--- config.mk ---
export PLATFORM = sky130hd
export DESIGN_NAME = mem_req_arbiter
export DESIGN_NICKNAME = d
export VERILOG_FILES = /design/src/rtl/mem_req_arbiter_pkg.sv /design/src/rtl/mem_req_arbiter_owner_fifo.sv /design/src/rtl/mem_req_arbiter.sv
export SDC_FILE = /design/constraint.sdc
export NUM_CORES = 1
export LEC_CHECK = 0
export CORE_AREA = 2 2 124 126
export CTS_BUF_LIST = sky130_fd_sc_hd__clkbuf_2 sky130_fd_sc_hd__clkbuf_4 sky130_fd_sc_hd__clkbuf_8
export CTS_CLUSTER_SIZE = 40
export DETAILED_ROUTE_END_ITERATION = 8
export DIE_AREA = 0 0 126 128
export GPL_ROUTABILITY_DRIVEN = 1
export PLACE_DENSITY = 0.6
export SLEW_MARGIN = 30
export SYNTH_ARGS = -nofsm -noshare
export SYNTH_HDL_FRONTEND = slang
export SYNTH_SLANG_ARGS = --single-unit
--- constraint.sdc ---
create_clock -name clk -period 2.54 [get_ports clk]
set_input_delay 0.508 -clock clk [delete_from_list [all_inputs] [get_ports clk]]
set_output_delay 0.508 -clock clk [all_outputs]
set_load 0.03 [all_outputs]
--- src/rtl/mem_req_arbiter_pkg.sv ---
// mem_req_arbiter_pkg
// Shared definitions for the memory request arbiter:
//   owner_e    - encoding of the master that issued a request (stored in the owner FIFO)
//   SIZE_*     - SRAM-like transfer size encodings carried on *_size
//   mem_cmd_t  - bundle of the request fields muxed onto the downstream port
package mem_req_arbiter_pkg;

    typedef enum logic {
        OWNER_INST = 1'b0,
        OWNER_DATA = 1'b1
    } owner_e;

    localparam logic [1:0] SIZE_BYTE = 2'd0;
    localparam logic [1:0] SIZE_HALF = 2'd1;
    localparam logic [1:0] SIZE_WORD = 2'd2;

    typedef struct packed {
        logic        wr;
        logic [1:0]  size;
        logic [31:0] addr;
        logic [3:0]  wstrb;
        logic [31:0] wdata;
    } mem_cmd_t;

endpackage

--- src/rtl/mem_req_arbiter_owner_fifo.sv ---
// owner_fifo
// Small synchronous FIFO recording which master owns each issued request.
// Ports:
//   clk, resetn       - clock, asynchronous active-low reset
//   push, push_data   - enqueue (ignored when full)
//   pop               - dequeue (ignored when empty)
//   head              - entry at the read pointer
//   full, empty       - occupancy flags
//   count             - number of stored entries (0..DEPTH)
// DEPTH must be a power of two so the pointers wrap naturally.
module owner_fifo #(
    parameter int unsigned DEPTH = 2,
    parameter int unsigned WIDTH = 1
) (
    input  logic                     clk,
    input  logic                     resetn,
    input  logic                     push,
    input  logic [WIDTH-1:0]         push_data,
    input  logic                     pop,
    output logic [WIDTH-1:0]         head,
    output logic                     full,
    output logic                     empty,
    output logic [$clog2(DEPTH):0]   count
);

    localparam int unsigned AW = $clog2(DEPTH);
    localparam int unsigned CW = AW + 1;

    logic [WIDTH-1:0] mem [DEPTH];
    logic [AW-1:0]    wr_ptr;
    logic [AW-1:0]    rd_ptr;
    logic             do_push;
    logic             do_pop;

    assign full    = (count == CW'(DEPTH));
    assign empty   = (count == '0);
    assign do_push = push & ~full;
    assign do_pop  = pop & ~empty;
    assign head    = mem[rd_ptr];

    always_ff @(posedge clk or negedge resetn) begin
        if (!resetn) begin
            wr_ptr <= '0;
            rd_ptr <= '0;
            count  <= '0;
            for (int unsigned i = 0; i < DEPTH; i++) begin
                mem[i] <= '0;
            end
        end else begin
            if (do_push) begin
                mem[wr_ptr] <= push_data;
                wr_ptr      <= wr_ptr + AW'(1);
            end
            if (do_pop) begin
                rd_ptr <= rd_ptr + AW'(1);
            end
            case ({do_push, do_pop})
                2'b10:   count <= count + CW'(1);
                2'b01:   count <= count - CW'(1);
                default: count <= count;
            endcase
        end
    end

endmodule

--- src/rtl/mem_req_arbiter.sv ---
// mem_req_arbiter
// Merges the fetch (inst_*) and execute (data_*) SRAM-like ports onto one
// downstream port (mem_*). Data has fixed priority over inst; once a request
// is presented without mem_addr_ok the grant locks to that master until it is
// accepted or withdrawn. An owner FIFO routes each in-order mem_data_ok back
// to the master that issued the request.
// Ports:
//   clk, resetn                      - clock, asynchronous active-low reset
//   inst_req/wr/size/addr/wstrb/wdata - fetch request in
//   inst_addr_ok/data_ok/rdata       - fetch handshake/response out
//   data_req/wr/size/addr/wstrb/wdata - execute request in
//   data_addr_ok/data_ok/rdata       - execute handshake/response out
//   mem_req/wr/size/addr/wstrb/wdata  - downstream request out
//   mem_addr_ok/data_ok/rdata        - downstream handshake/response in
//   busy                             - requests outstanding
module mem_req_arbiter
    import mem_req_arbiter_pkg::*;
#(
    parameter int unsigned OUTSTANDING = 2
) (
    input  logic        clk,
    input  logic        resetn,

    input  logic        inst_req,
    input  logic        inst_wr,
    input  logic [1:0]  inst_size,
    input  logic [31:0] inst_addr,
    input  logic [3:0]  inst_wstrb,
    input  logic [31:0] inst_wdata,
    output logic        inst_addr_ok,
    output logic        inst_data_ok,
    output logic [31:0] inst_rdata,

    input  logic        data_req,
    input  logic        data_wr,
    input  logic [1:0]  data_size,
    input  logic [31:0] data_addr,
    input  logic [3:0]  data_wstrb,
    input  logic [31:0] data_wdata,
    output logic        data_addr_ok,
    output logic        data_data_ok,
    output logic [31:0] data_rdata,

    output logic        mem_req,
    output logic        mem_wr,
    output logic [1:0]  mem_size,
    output logic [31:0] mem_addr,
    output logic [3:0]  mem_wstrb,
    output logic [31:0] mem_wdata,
    input  logic        mem_addr_ok,
    input  logic        mem_data_ok,
    input  logic [31:0] mem_rdata,

    output logic        busy
);

    localparam int unsigned CW = $clog2(OUTSTANDING) + 1;

    logic        lock_valid;
    logic        lock_valid_next;
    owner_e      lock_owner;
    owner_e      lock_owner_next;

    owner_e      sel_owner;
    logic        sel_valid;

    mem_cmd_t    inst_cmd;
    mem_cmd_t    data_cmd;
    mem_cmd_t    mem_cmd;

    logic        fifo_push;
    logic        fifo_pop;
    logic [0:0]  fifo_head;
    logic        fifo_full;
    logic        fifo_empty;
    logic [CW-1:0] fifo_count;

    assign inst_cmd = '{wr: inst_wr, size: inst_size, addr: inst_addr,
                        wstrb: inst_wstrb, wdata: inst_wdata};
    assign data_cmd = '{wr: data_wr, size: data_size, addr: data_addr,
                        wstrb: data_wstrb, wdata: data_wdata};

    // Selection looks only at the requests and the lock, never at
    // mem_addr_ok, so there is no combinational path mem_addr_ok -> mem_req.
    // sel_valid is the selected master's req: a locked master that drops req
    // leaves the port idle for one cycle while the lock clears.
    always_comb begin
        sel_owner = OWNER_INST;
        if (lock_valid) begin
            sel_owner = lock_owner;
        end else if (data_req) begin
            sel_owner = OWNER_DATA;
        end
        sel_valid = (sel_owner == OWNER_DATA) ? data_req : inst_req;
    end

    always_comb begin
        mem_cmd = '0;
        if (sel_valid) begin
            mem_cmd = (sel_owner == OWNER_DATA) ? data_cmd : inst_cmd;
        end
    end

    assign mem_req   = sel_valid & ~fifo_full;
    assign mem_wr    = mem_cmd.wr;
    assign mem_size  = mem_cmd.size;
    assign mem_addr  = mem_cmd.addr;
    assign mem_wstrb = mem_cmd.wstrb;
    assign mem_wdata = mem_cmd.wdata;

    assign inst_addr_ok = mem_addr_ok & mem_req & (sel_owner == OWNER_INST);
    assign data_addr_ok = mem_addr_ok & mem_req & (sel_owner == OWNER_DATA);

    // A presented-but-not-accepted request holds the grant; acceptance or a
    // withdrawn req (mem_req low) both fall out as lock_valid_next = 0.
    always_comb begin
        lock_valid_next = mem_req & ~mem_addr_ok;
        lock_owner_next = lock_owner;
        if (lock_valid_next) begin
            lock_owner_next = sel_owner;
        end
    end

    always_ff @(posedge clk or negedge resetn) begin
        if (!resetn) begin
            lock_valid <= 1'b0;
            lock_owner <= OWNER_INST;
        end else begin
            lock_valid <= lock_valid_next;
            lock_owner <= lock_owner_next;
        end
    end

    assign fifo_push = mem_req & mem_addr_ok;
    assign fifo_pop  = mem_data_ok;

    owner_fifo #(
        .DEPTH (OUTSTANDING),
        .WIDTH (1)
    ) u_owner_fifo (
        .clk       (clk),
        .resetn    (resetn),
        .push      (fifo_push),
        .push_data (1'(sel_owner)),
        .pop       (fifo_pop),
        .head      (fifo_head),
        .full      (fifo_full),
        .empty     (fifo_empty),
        .count     (fifo_count)
    );

    // A stray mem_data_ok with nothing outstanding is not routed anywhere.
    assign inst_data_ok = mem_data_ok & ~fifo_empty & (fifo_head == 1'(OWNER_INST));
    assign data_data_ok = mem_data_ok & ~fifo_empty & (fifo_head == 1'(OWNER_DATA));

    assign inst_rdata = mem_rdata;
    assign data_rdata = mem_rdata;

    assign busy = ~fifo_empty;

    a_no_stray_data_ok: assert property (@(posedge clk) disable iff (!resetn)
        !(mem_data_ok && fifo_empty));

    a_count_bound: assert property (@(posedge clk) disable iff (!resetn)
        fifo_count <= CW'(OUTSTANDING));

    a_size_legal: assert property (@(posedge clk) disable iff (!resetn)
        mem_req |-> (mem_size == SIZE_BYTE || mem_size == SIZE_HALF || mem_size == SIZE_WORD));

endmodule

# Word level (Yosys, flattened, before mapping)
# Index checks and enable logic that the tools add are counted.
# word_totals
register_bits	8
in_bits	180
out_inout_bits	141
elab_cells	48
# classes
add_sub_neg	4
magnitude_cmp	3
eq_ne	3
n_mux	12
n_bitwise	16
reduce_logical	3
# op_table
cell	count
$mux 71	2
$and 1x1->1	9
$mux 1	7
$not 1->1	5
$eq 2x2->1 const B	2
$ge 2x2->1 const B	2
$not 1->2	2
$pmux 2 s2	1
$add 1x1->1 const B	2
$add 2x1->2 const B	1
$bwmux 2	1
$eq 2x1->1 const B	1
$logic_not 2->1	1
$lt 2x1->1 const B	1
$reduce_bool 2->1	1
$sub 2x1->2 const B	1
$demux 1 s1	1
$logic_and 1x1->1	1

# Longest topological paths before layout
# depth
depth_word	8
ltp_mapped	7
ltp_nobuf	7

# Cells and area by module
# Synthesis repeated with hierarchy kept, for this count alone.
# hier_totals
cells_unflattened	196
area_unflattened_um2	1711.6
# by_module_without_submodules
mod	n_inst	cells_per_inst	area_each_um2	seq_area_each_um2
mem_req_arbiter	1	173	1428.9	50.0
owner_fifo	1	23	282.8	150.1

# Worst setup path before layout
# OpenSTA, ideal clock, no wires.
# synth_path
path_type	input-to-output
startpoint	input port data_req
endpoint	output port inst_addr_ok
t_arrival_ns	1.482
t_required_ns	2.032
slack_ns	0.550
path_stages	4
n_path_buf	2
path_cell_list	mux2_4 buf_12 buf_12 nor2_1
# synth_between
elab_chain_cells	6
word_cells_on_any_way	7
classes_between	mux: 3; bitwise: 4
# synth_rtl
element	line	rtl
from (decl)	mem_req_arbiter.sv:34	input logic data_req,
$mux 1	mem_req_arbiter.sv:91	end else if (data_req) begin
$mux 1	mem_req_arbiter.sv:89	if (lock_valid) begin
$mux 1	mem_req_arbiter.sv:94	sel_valid = (sel_owner == OWNER_DATA) ? data_req : inst_req;
$and 1x1->1	mem_req_arbiter.sv:104	assign mem_req = sel_valid & ~fifo_full;
$and 1x1->1	mem_req_arbiter.sv:111	assign inst_addr_ok = mem_addr_ok & mem_req & (sel_owner == OWNER_INST);
$and 1x1->1 (*)	mem_req_arbiter.sv:111	
to (decl)	mem_req_arbiter.sv:30	output logic inst_addr_ok,
# Every way passes the cells marked *; elsewhere a longest branch is shown, timed or not.

# Worst setup path in the final report
# layout_path
startpoint	input port inst_req
endpoint	output port mem_wdata[2]
# layout_between
elab_chain_cells	2
# layout_rtl
element	line	rtl
from (decl)	mem_req_arbiter.sv:24	input logic inst_req,
$mux 1	mem_req_arbiter.sv:94	
$mux 71	mem_req_arbiter.sv:99	if (sel_valid) begin
to (decl)	mem_req_arbiter.sv:49	output logic [31:0] mem_wdata,
# Every way passes these cells.

==> metrics.csv <==
stage;metric;value;unit
logic_synthesis;share of the synthesized area in the top cell type;25.42;%
logic_synthesis;post-synthesis cell area;2377;sq um
global_route;antenna violations before repair;1;
drt;Initial DRT Pass Iterations;4;
final_layout;fin cells;693;
power_and_ir_drop;leakage power;0.001805;uW
place;HPWL after DPL;7869;um
drt;final WL;9433;um
logic_synthesis;Synth area leader;a21oi_2;
sta;Worst Hold Margin;494.6;ps
die;# rows;45;
critical_path;WS Path Type;primary input to output port;
final_layout;footprint of the multi-input gates;1425;sq um
die;Initial Utilization;15.99;%
logic_synthesis;Gate Count Post-Synth;344;
die;die area;16130;sq um
sta;worst clock skew;2.146;ps
logic_synthesis;Synth warnings;0;
critical_path;CP required;2030;ps
clock_tree;clock root buffer;clkbuf_8;
power_and_ir_drop;Max IR drop VDD;0.0003748;V
sta;setup repair after global routing missed its margin;false;
clock_tree;TritonCTS clock tree;yes;
outcome;status;finished clean;
logic_synthesis;syn nets;525;
logic_synthesis;Seq cells post-synth;8;
global_route;Total Routing Usage GR;10.44;%
place;count of input and output buffers;224;
clock_tree;clock-pin slew on the worst setup and hold paths;40;ps
job;max_cap viols;0;
final_layout;NumNets Final;688;
critical_path;Crit path arrival time;1900;ps
sta;fin. max-slew vios;0;
drt;Wirelength per Cell;13.61;um
drt;Residual DRC;0;
clock_tree;H-tree depth;1;
sta;max_slew headroom;76.26;%
sta;final setup vio count;0;
logic_synthesis;synth unique cells;30;
die;Die Wd;126;um
logic_synthesis;sequential-to-total area share from yosys stat;8.421;%
final_layout;P&R area growth vs syn;82.21;%
sta;Fmax;416.0;MHz
die;# IOs;321;
sta;slew of the pin with the lowest slew margin;355.0;ps
drt;via count;2806;
final_layout;ANT cells;0;
power_and_ir_drop;Overall Power;3375;uW
drt;DR iter-0 viols;54;
sta;Final Hold Vio Count;0;
logic_synthesis;Syn Area/Cell;6.911;sq um
global_route;remaining global-route overflow;0;
drt;post-route antenna net violation count;0;
global_route;vias in the first global route;2749;
global_route;largest net degree at the start of global routing;39;
critical_path;CP startpoint kind;primary input;
logic_synthesis;ranking of synthesized cells by area;a21oi_2, nand2_1, buf_4;
global_route;first-pass GRT wire length;13980;um
clock_tree;total CTS buffers;3;
final_layout;Sequential Area;200.2;sq um
worst_hold_path;Hold Crit Class;register to register;
clock_tree;Max Root-Sink Buffers;2;
clock_tree;# hold bufs at CTS;0;
final_layout;layout cells sized above 1;34.46;%
final_layout;Filler cells;1578;
die;CORE AREA;14860;sq um
sta;final worst path period share;94.65;%
place;Placed Cells;690;
power_and_ir_drop;PD cells;779.1;nW/um^2
drt;via density per instance;4.049;
die;Die H;128;um
place;Placer Congestion;0.7975;
clock_tree;Worst-Skew Late Latency;230;ps
clock_tree;Num Clock Sinks;8;
sta;Final min period;2404;ps
critical_path;crit path max fanout;13;
critical_path;CP Capture Type;output port;
## path summary, 6_finish.rpt
check	startpoint	end	slack (ps)	depth (start not counted)
max in group asynchronous	resetn	u_owner_fifo.mem[0]	1730	1
hold / removal	u_owner_fifo.rd_ptr	u_owner_fifo.rd_ptr	490	1
hold reg to reg	u_owner_fifo.rd_ptr	u_owner_fifo.rd_ptr	490	1
min in group asynchronous	resetn	u_owner_fifo.mem[1]	560	1
setup reg to reg	lock_owner	u_owner_fifo.count[1]	780	7
setup / recovery	inst_req	mem_wdata[2]	140	7
## where the power goes
| group | internal [uW] | total (uW) | switching [uW] |
|---|---|---|---|
| clock network | 103 | 152 | 49.1 |
| registers | 192 | 263 | 71.3 |
| logic | 1290 | 2960 | 1670 |
| total | 1590 | 3370 | 1790 |
## per-layer routing
| layer | part of all wire (%) | wire length, um | up-vias | track usage (%) |
|---|---|---|---|---|
| met1 | 40 | 3773 | 1223 | 12.29 |
| met3 | 12 | 1138 | 29 | 3.798 |
| met5 | 0.14 | 13 | - | 0 |
| met4 | 2.0 | 187 | 2 | 2.521 |
| li1 | - | - | 1367 | - |
| met2 | 46 | 4319 | 185 | 18.09 |
## cells in the final DEF, fill, tap and decap left out, types with 2 or more instances in the layout
master             n
o31ai_1            3
nand2_1          144
a21oi_1            3
clkbuf_8           3
dfrtp_1            8
buf_12            17
a21oi_2           69
nand2b_1           2
clkdlybuf4s50_1  149
nor2_1             5
buf_4             78
nor3_1             2
xnor2_1            4
## logic make-up (layout without fill, tap and decap cells)
family	after synthesis	in the layout	synth area share [%]
DFF	8	8	8.421
adders and majority gates	1	1	0.5262
buffers and inverters	88	249	32.16
AOI/OAI and AO/OA	78	78	27.95
xor gates and xnor gates	5	5	1.842
and+or+nand+nor	161	161	27.63
muxes	3	3	1.474
## critical path, stage by stage
cell and delay, ps:
clkdlybuf4s50_1 510, a21o_2 170, nand2_8 90, buf_12 160, buf_4 140, a21oi_2 170
buf_12 140
## metrics by stage
step	worst slack, ps	utilization (%)	area [sq um]	TNS [ps]
2_1_floorplan	550.1	-	2377	0
3_3_place_gp	-7.324	28.87	4292	-7.324
6_report	135.9	29.14	4332	0
5_1_grt	60.86	29.14	4332	0
3_5_place_dp	-76.89	28.87	4292	-503.9
4_1_cts	114.3	29.14	4332	0
## sequential cells by signal, summed over array words and instances, names as in the netlist
register             flops
lock_owner               1
lock_valid               1
u_owner_fifo.count       2
u_owner_fifo.mem         2
u_owner_fifo.rd_ptr      1
u_owner_fifo.wr_ptr      1
## Yosys cell counts
cell and n:
nand2_1 144, a21oi_2 69, buf_4 65, buf_12 8, dfrtp_1 8, buf_6 7, buf_2 6, nor2_1 5
xnor2_1 4, a21oi_1 3, o31ai_1 3, mux2i_1 2, nand2b_1 2, nor3_1 2, a21o_2 1, a22o_1 1
and3_1 1, clkbuf_1 1, ha_1 1, inv_1 1, mux2_4 1, nand2_8 1, nand2b_4 1, nand3_1 1
nand3b_2 1, nand4_1 1, nor2b_1 1, o21ai_0 1, or2_2 1, xor2_1 1
## final cells by class
class | count | share of cell area (%)
clock buffer | 3 | 0.9532
inverter | 1 | 0.08666
multi-input combinational | 248 | 32.90
sequential | 8 | 4.622
tap | 188 | 5.430
timing repair buffer | 245 | 56.01
## repair_timing
| item | 4_1_cts | 5_1_grt |
|---|---|---|
| gates resized for setup | 1 | 0 |
| buffers inserted | 0 | 0 |
| endpoints found under the setup margin | 25 | 0 |
| endpoints found under the hold margin | 0 | 0 |
Note: power is estimated with default switching activity, not from simulation.
